===== config.mk =====
export PLATFORM = sky130hd
export DESIGN_NAME = core_run_ctrl_flat
export DESIGN_NICKNAME = d
export VERILOG_FILES = /design/src/rtl/core_ctrl_pkg.sv /design/src/rtl/core_run_ctrl_if.sv /design/src/rtl/core_run_ctrl_key_debounce.sv /design/src/rtl/core_run_ctrl.sv /design/src/flat_wrapper.sv
export SDC_FILE = /design/constraint.sdc
export NUM_CORES = 1
export LEC_CHECK = 0
export ABC_CLOCK_PERIOD_IN_PS = 2600
export CAP_MARGIN = 10
export CORE_ASPECT_RATIO = 0.8
export CORE_UTILIZATION = 35
export DETAILED_ROUTE_END_ITERATION = 16
export PLACE_DENSITY = 0.68
export SLEW_MARGIN = 15
export SYNTH_ARGS = -nofsm -noshare
export SYNTH_HDL_FRONTEND = slang
export SYNTH_SLANG_ARGS = --single-unit

===== constraint.sdc =====
create_clock -name i_clk -period 2.6 [get_ports i_clk]
set_input_delay 0.26 -clock i_clk [delete_from_list [all_inputs] [get_ports i_clk]]
set_output_delay 0.26 -clock i_clk [all_outputs]
set_load 0.02 [all_outputs]

===== src/rtl/core_ctrl_pkg.sv =====
// Shared types and defaults for the core run/step/breakpoint controller.
package core_ctrl_pkg;

  typedef enum logic [2:0] {
    RST_HOLD = 3'd0,
    HALT     = 3'd1,
    STEP     = 3'd2,
    RUN      = 3'd3,
    BREAK    = 3'd4
  } run_state_e;

  localparam int unsigned RST_HOLD_CYCLES_DEF = 4;
  localparam int unsigned DEBOUNCE_CYCLES_DEF = 250000;
  localparam int unsigned CNT_W_DEF           = 32;
  localparam int unsigned HOLD_W              = 8;

  function automatic logic is_halted(run_state_e s);
    return (s == HALT) || (s == BREAK);
  endfunction

endpackage


===== src/rtl/core_run_ctrl_if.sv =====
// Controller <-> core connection: PC/valid from the core, enable/reset back to it.
interface core_run_ctrl_if;
  logic [31:0] pc_debug;
  logic        insn_vld;
  logic        core_en;
  logic        core_rst;

  modport master (
    input  pc_debug,
    input  insn_vld,
    output core_en,
    output core_rst
  );

  modport slave (
    output pc_debug,
    output insn_vld,
    input  core_en,
    input  core_rst
  );
endinterface


===== src/rtl/core_run_ctrl_key_debounce.sv =====
// Synchronizes and debounces an active-low key; one-cycle pulse per debounced press.
module key_debounce #(
  parameter int unsigned DEBOUNCE_CYCLES = 4
) (
  input  logic i_clk,
  input  logic i_reset,
  input  logic i_key_n,
  output logic o_press
);

  localparam int unsigned CntW = $clog2(DEBOUNCE_CYCLES + 1);
  localparam logic [CntW-1:0] CntLast = CntW'(DEBOUNCE_CYCLES - 1);

  logic            key_meta_q, key_s_q;
  logic            stable_q, stable_d;
  logic            press_q, press_d;
  logic [CntW-1:0] cnt_q, cnt_d;

  always_ff @(posedge i_clk or posedge i_reset) begin
    if (i_reset) begin
      key_meta_q <= 1'b1;
      key_s_q    <= 1'b1;
    end else begin
      key_meta_q <= i_key_n;
      key_s_q    <= key_meta_q;
    end
  end

  // cnt counts consecutive samples that disagree with the stable level
  always_comb begin
    cnt_d    = '0;
    stable_d = stable_q;
    press_d  = 1'b0;
    if (key_s_q != stable_q) begin
      if (cnt_q == CntLast) begin
        stable_d = key_s_q;
        press_d  = ~key_s_q;
      end else begin
        cnt_d = cnt_q + 1'b1;
      end
    end
  end

  always_ff @(posedge i_clk or posedge i_reset) begin
    if (i_reset) begin
      stable_q <= 1'b1;
      press_q  <= 1'b0;
      cnt_q    <= '0;
    end else begin
      stable_q <= stable_d;
      press_q  <= press_d;
      cnt_q    <= cnt_d;
    end
  end

  assign o_press = press_q;

endmodule


===== src/rtl/core_run_ctrl.sv =====
// Run/step/breakpoint sequencer for the RV32I core: drives core enable/reset
// and counts retired instructions.
module core_run_ctrl
  import core_ctrl_pkg::*;
#(
  parameter int unsigned RST_HOLD_CYCLES = RST_HOLD_CYCLES_DEF,
  parameter int unsigned DEBOUNCE_CYCLES = DEBOUNCE_CYCLES_DEF,
  parameter int unsigned CNT_W           = CNT_W_DEF
) (
  input  logic              i_clk,
  input  logic              i_reset,
  input  logic              i_run_sw,
  input  logic              i_step_key_n,
  input  logic              i_bp_en,
  input  logic [31:0]       i_bp_addr,
  core_run_ctrl_if.master   core,
  output logic              o_halted,
  output logic              o_bp_hit,
  output logic [2:0]        o_state,
  output logic [CNT_W-1:0]  o_insn_cnt
);

  localparam logic [HOLD_W-1:0] HoldLast = HOLD_W'(RST_HOLD_CYCLES - 1);

  run_state_e        state_q, state_d;
  logic [HOLD_W-1:0] hold_q, hold_d;
  logic              run_meta_q, run_s;
  logic              step_p;
  logic              bp_match;
  logic              core_en;
  logic              core_rst_q, halted_q, bp_hit_q;
  logic [CNT_W-1:0]  cnt_q;

  always_ff @(posedge i_clk or posedge i_reset) begin
    if (i_reset) begin
      run_meta_q <= 1'b0;
      run_s      <= 1'b0;
    end else begin
      run_meta_q <= i_run_sw;
      run_s      <= run_meta_q;
    end
  end

  key_debounce #(
    .DEBOUNCE_CYCLES (DEBOUNCE_CYCLES)
  ) u_step_key (
    .i_clk   (i_clk),
    .i_reset (i_reset),
    .i_key_n (i_step_key_n),
    .o_press (step_p)
  );

  assign bp_match = i_bp_en & core.insn_vld & (core.pc_debug == i_bp_addr);

  // State register plus registered status views of the next state
  always_ff @(posedge i_clk or posedge i_reset) begin
    if (i_reset) begin
      state_q    <= RST_HOLD;
      hold_q     <= '0;
      core_rst_q <= 1'b1;
      halted_q   <= 1'b0;
      bp_hit_q   <= 1'b0;
    end else begin
      state_q    <= state_d;
      hold_q     <= hold_d;
      core_rst_q <= (state_d == RST_HOLD);
      halted_q   <= is_halted(state_d);
      bp_hit_q   <= (state_d == BREAK);
    end
  end

  always_comb begin
    state_d = state_q;
    hold_d  = hold_q;
    case (state_q)
      RST_HOLD: begin
        if (hold_q == HoldLast) begin
          state_d = run_s ? RUN : HALT;
        end else begin
          hold_d = hold_q + 1'b1;
        end
      end
      HALT: begin
        if (run_s) begin
          state_d = RUN;
        end else if (step_p) begin
          state_d = STEP;
        end
      end
      STEP: state_d = HALT;
      RUN: begin
        // Dropping the switch wins over a coincident breakpoint
        if (!run_s) begin
          state_d = HALT;
        end else if (bp_match) begin
          state_d = BREAK;
        end
      end
      BREAK: begin
        if (!run_s) begin
          state_d = HALT;
        end else if (step_p) begin
          state_d = STEP;
        end
      end
      default: state_d = HALT;
    endcase
  end

  // The breakpointed instruction is held off in RUN but executed by STEP
  always_comb begin
    core_en = 1'b0;
    case (state_q)
      STEP:    core_en = 1'b1;
      RUN:     core_en = ~bp_match;
      default: core_en = 1'b0;
    endcase
  end

  always_ff @(posedge i_clk or posedge i_reset) begin
    if (i_reset) begin
      cnt_q <= '0;
    end else if (core_en && core.insn_vld) begin
      cnt_q <= cnt_q + 1'b1;
    end
  end

  assign core.core_en  = core_en;
  assign core.core_rst = core_rst_q;
  assign o_halted      = halted_q;
  assign o_bp_hit      = bp_hit_q;
  assign o_state       = state_q;
  assign o_insn_cnt    = cnt_q;

endmodule


===== src/flat_wrapper.sv =====
// flat-port wrapper written by rule: the top's interface ports become plain ports
module core_run_ctrl_flat import core_ctrl_pkg::*;
#(
  parameter int unsigned RST_HOLD_CYCLES = RST_HOLD_CYCLES_DEF,
  parameter int unsigned DEBOUNCE_CYCLES = DEBOUNCE_CYCLES_DEF,
  parameter int unsigned CNT_W           = CNT_W_DEF
)
  (i_clk, i_reset, i_run_sw, i_step_key_n, i_bp_en, i_bp_addr, o_halted, o_bp_hit, o_state, o_insn_cnt, core_pc_debug, core_insn_vld, core_core_en, core_core_rst);
  core_run_ctrl_if core_i ();
  input  logic i_clk;
  input  logic i_reset;
  input  logic i_run_sw;
  input  logic i_step_key_n;
  input  logic i_bp_en;
  input  logic [31:0] i_bp_addr;
  output logic o_halted;
  output logic o_bp_hit;
  output logic [2:0] o_state;
  output logic [CNT_W-1:0] o_insn_cnt;
  input wire logic [$bits(core_i.pc_debug)-1:0] core_pc_debug;
  input wire logic [$bits(core_i.insn_vld)-1:0] core_insn_vld;
  output wire logic [$bits(core_i.core_en)-1:0] core_core_en;
  output wire logic [$bits(core_i.core_rst)-1:0] core_core_rst;
  assign core_i.pc_debug = core_pc_debug;
  assign core_i.insn_vld = core_insn_vld;
  assign core_core_en = core_i.core_en;
  assign core_core_rst = core_i.core_rst;
  core_run_ctrl #(.RST_HOLD_CYCLES(RST_HOLD_CYCLES), .DEBOUNCE_CYCLES(DEBOUNCE_CYCLES), .CNT_W(CNT_W)) u_core (.i_clk(i_clk), .i_reset(i_reset), .i_run_sw(i_run_sw), .i_step_key_n(i_step_key_n), .i_bp_en(i_bp_en), .i_bp_addr(i_bp_addr), .core(core_i), .o_halted(o_halted), .o_bp_hit(o_bp_hit), .o_state(o_state), .o_insn_cnt(o_insn_cnt));
endmodule

==> out/qor.csv <==
stage,metric,value,unit
synthesis,ys_seq_area_share,47.1,%
place,finalWeightedCongestion,0.857,
die,die_y,94.4,um
pwr,leakage,0.00228,uW
global_route,overflow,0,
global_route,grt_antenna_before_repair,0,
route,drc,0,
final_layout,multiInputGateArea,0.00190,mm^2
setup_path,crit_fanout,2,
final_layout,layout_commonest_cell,clkdlybuf4s50_1,
setup_path,max_stage_delay,0.42,ns
die,fp.coreArea,0.0103,mm^2
timing,clock.fmax,0.420,GHz
clock_network,cts_inserted_buffers,9,
clock_network,clk_pin_slew,0.05,ns
timing,clock_skew,0.00511,ns
synthesis,synth_top_family_by_area,simple AND/OR/NAND/NOR gates,
global_route,grt_max_degree,32,
setup_path,cp_slowest_cell,clkdlybuf4s50_1,
setup_path,crit_path_end_kind,output pin,
synthesis,synth.avg_cell_area,10.3,um^2
place,pre_cts_slack,-0.0224,ns
synthesis,yosys.area_share.adder,1.01,%
setup_path,worstSetupStartpointType,input port,
route,drt_iter0_markers,157,
timing,rsz0062_at_grt,false,
synthesis,yosysWarningCount,0,
synthesis,synth.area.top_cells,"dfrtp_1, xor2_1, nor4_1",
final_layout,final_cell_mix,"clkdlybuf4s50_1, xor2_1, dfrtp_1",
route,first_pass_iters,4,
timing,fin_crit_sh,91.6,%
timing,finalSetupViolCount,0,
final_layout,layout.nets,554,
setup_path,critical_path_class,input port to output pin,
synthesis,syn-num-nets,437,
synthesis,synthDistinctLibCells,42,
timing,setup_tns,0,ns
synthesis,synthSimpleGateAreaFrac,26.3,%
synthesis,synth-compound-area-share,2.41,%
die,die_x,117,um
synthesis,synth_top_area_cell,dfrtp_1,
synthesis,synth_edf_count,0,
place,dp_hpwl,6710,um
clock_network,cts_tree,done,
die,start_util,36.2,%
setup_path,cp.arrival,2.12,ns
clock_network,clk_path_buf_depth,2,
clock_network,cts_num_sinks,70,
synthesis,synth_top_area_share,44.3,%
final_layout,drive_gt1_share,8.25,%
clock_network,post-cts-setup-buffers,0,
route,vias_per_cell,4.86,
hold_path,min_path_type,input port to asynchronous set/reset pin,
place,portBuffers,108,
timing,final_hold_viol_count,0,
clock_network,clock_latency,0.33,ns
synthesis,syn_inst,364,
timing,post-route-min-period,2.38,ns
job,max-cap-violations,0,
clock_network,clockRootBuffer,clkbuf_16,
global_route,grt_pass1_wl,14500,um
synthesis,synth_xor_area_share,20.2,%
final_layout,final_util,51.0,%
final_layout,seqCellArea,0.00176,mm^2
route,via_count,3035,
timing,setup_slack,0.218,ns
clock_network,cts_max_level,3,
die,die_area,0.0111,mm^2
pwr,powerDensity,641,mW/mm^2
global_route,grt_pass1_vias,2938,
synthesis,ys_async_sr_fraction,100,%
route,wl,8730,um
synthesis,netlist_area,0.00373,mm^2
die,num_rows,33,
timing,worst_pin_slew,0.585,ns
timing,slew_headroom,61.0,%
timing,slew_viol_final,0,
final_layout,area_growth,40.9,%
route,wl_per_cell,14.0,um
run_status,outcome,finished clean,
synthesis,synth_mux_area_share,1.01,%
setup_path,crit_required,2.34,ns
global_route,track_usage,17.0,%
die,ios,109,
pwr,vdd.ir_drop.worst,0.000545,V
setup_path,path_cells,clkdlybuf4s50_1 -> xor2_1 -> nor4_1 -> nand4_1 -> nor4_4 -> nor2_1 -> dlygate4sd2_1,
final_layout,diodes,0,
synthesis,synthFlopType,dfrtp_1,
route,ant_nets,0,
final_layout,n_fill_cell,965,
synthesis,ys_ff_latch,70,
-- worst paths after layout --
kind,startpoint,end,slack (ns),depth (start not counted)
setup / recovery,i_bp_addr[1],core_core_en,0.22,7
hold / removal,i_reset,u_core.hold_q[0]$_DFFE_PP0P_,0.32,2
setup reg to reg,u_core.u_step_key.cnt_q[0]$_DFF_PP0_,u_core.u_step_key.cnt_q[6]$_DFF_PP0_,0.46,7
hold reg to reg,u_core.u_step_key.key_meta_q$_DFF_PP1_,u_core.u_step_key.key_s_q$_DFF_PP1_,0.35,0
max in group asynchronous,i_reset,u_core.o_insn_cnt[19]$_DFFE_PP0P_,1.52,3
min in group i_clk,i_step_key_n,u_core.u_step_key.key_meta_q$_DFF_PP1_,0.34,1
-- where the power goes --
| group | total [uW] | internal [uW] | switching (uW) |
|---|---|---|---|
| sequential | 1370 | 1210 | 157 |
| clock | 1150 | 719 | 431 |
| combinational | 855 | 417 | 438 |
-- sequential cells by signal, indices dropped and copies added (netlist names), 3 cells and up --
register and count:
u_core.u_step_key.cnt_q 18, u_core.hold_q 8, u_core.o_state 3, u_core.o_insn_cnt 32
-- Yosys cell counts (all sizes together), types with 6 or more instances --
cell type  number
o21ai           7
nor4b           7
nand4           9
buf             6
xnor2          14
nor4           27
nor2b           6
xor2           72
and3            7
nand3          23
nor2           31
nand2          34
nor3           14
dfrtp          66
-- per-layer routing --
metal / routed length, um / up-vias / GRT usage, %
li1: - / 1506 / -
met1: 4250 / 1439 / 22.9
met2: 3860 / 74 / 25.0
met3: 389 / 16 / 4.65
met4: 232 / 0 / 9.08
met5: 0 / - / 0
-- critical path: cells and delay by family --
| kind | cells | cell delay (ns) |
|---|---|---|
| buf+inv | 2 | 0.75 |
| xor+xnor | 1 | 0.18 |
| simple gates | 4 | 0.92 |
-- logic make-up after synthesis --
group / count (synthesis)
and+or+nand+nor: 174
buffers and inverters: 12
AOI/OAI and AO/OA: 16
adders and majority gates: 3
DFF: 70
muxes: 3
xor gates and xnor gates: 86
-- what timing repair did --
action | CTS | global route
endpoints found under the setup margin | 1 | 0
resized for setup | 1 | 0
hold buffers | 0 | 0
-- metrics by stage --
stage	area, um^2	hold WS [ns]	std cells	power (uW)
after floorplan	3730	0.264	364	1840
after global placement	4970	0.347	610	2220
after detailed placement	4970	0.347	610	2240
after CTS	5260	0.317	625	3410
after global routing	5260	0.323	625	3540
final	5260	0.318	625	3370
-- area by class of cell --
class,instances,area share [%]
Tap cell,140,3.33
Multi-Input combinational cell,282,36.2
Sequential cell,70,33.4
Clock inverter,2,0.309
Timing Repair Buffer,114,21.4
Inverter,4,0.285
Clock buffer,13,5.14
No activity file was read; power rests on OpenSTA's default activity.
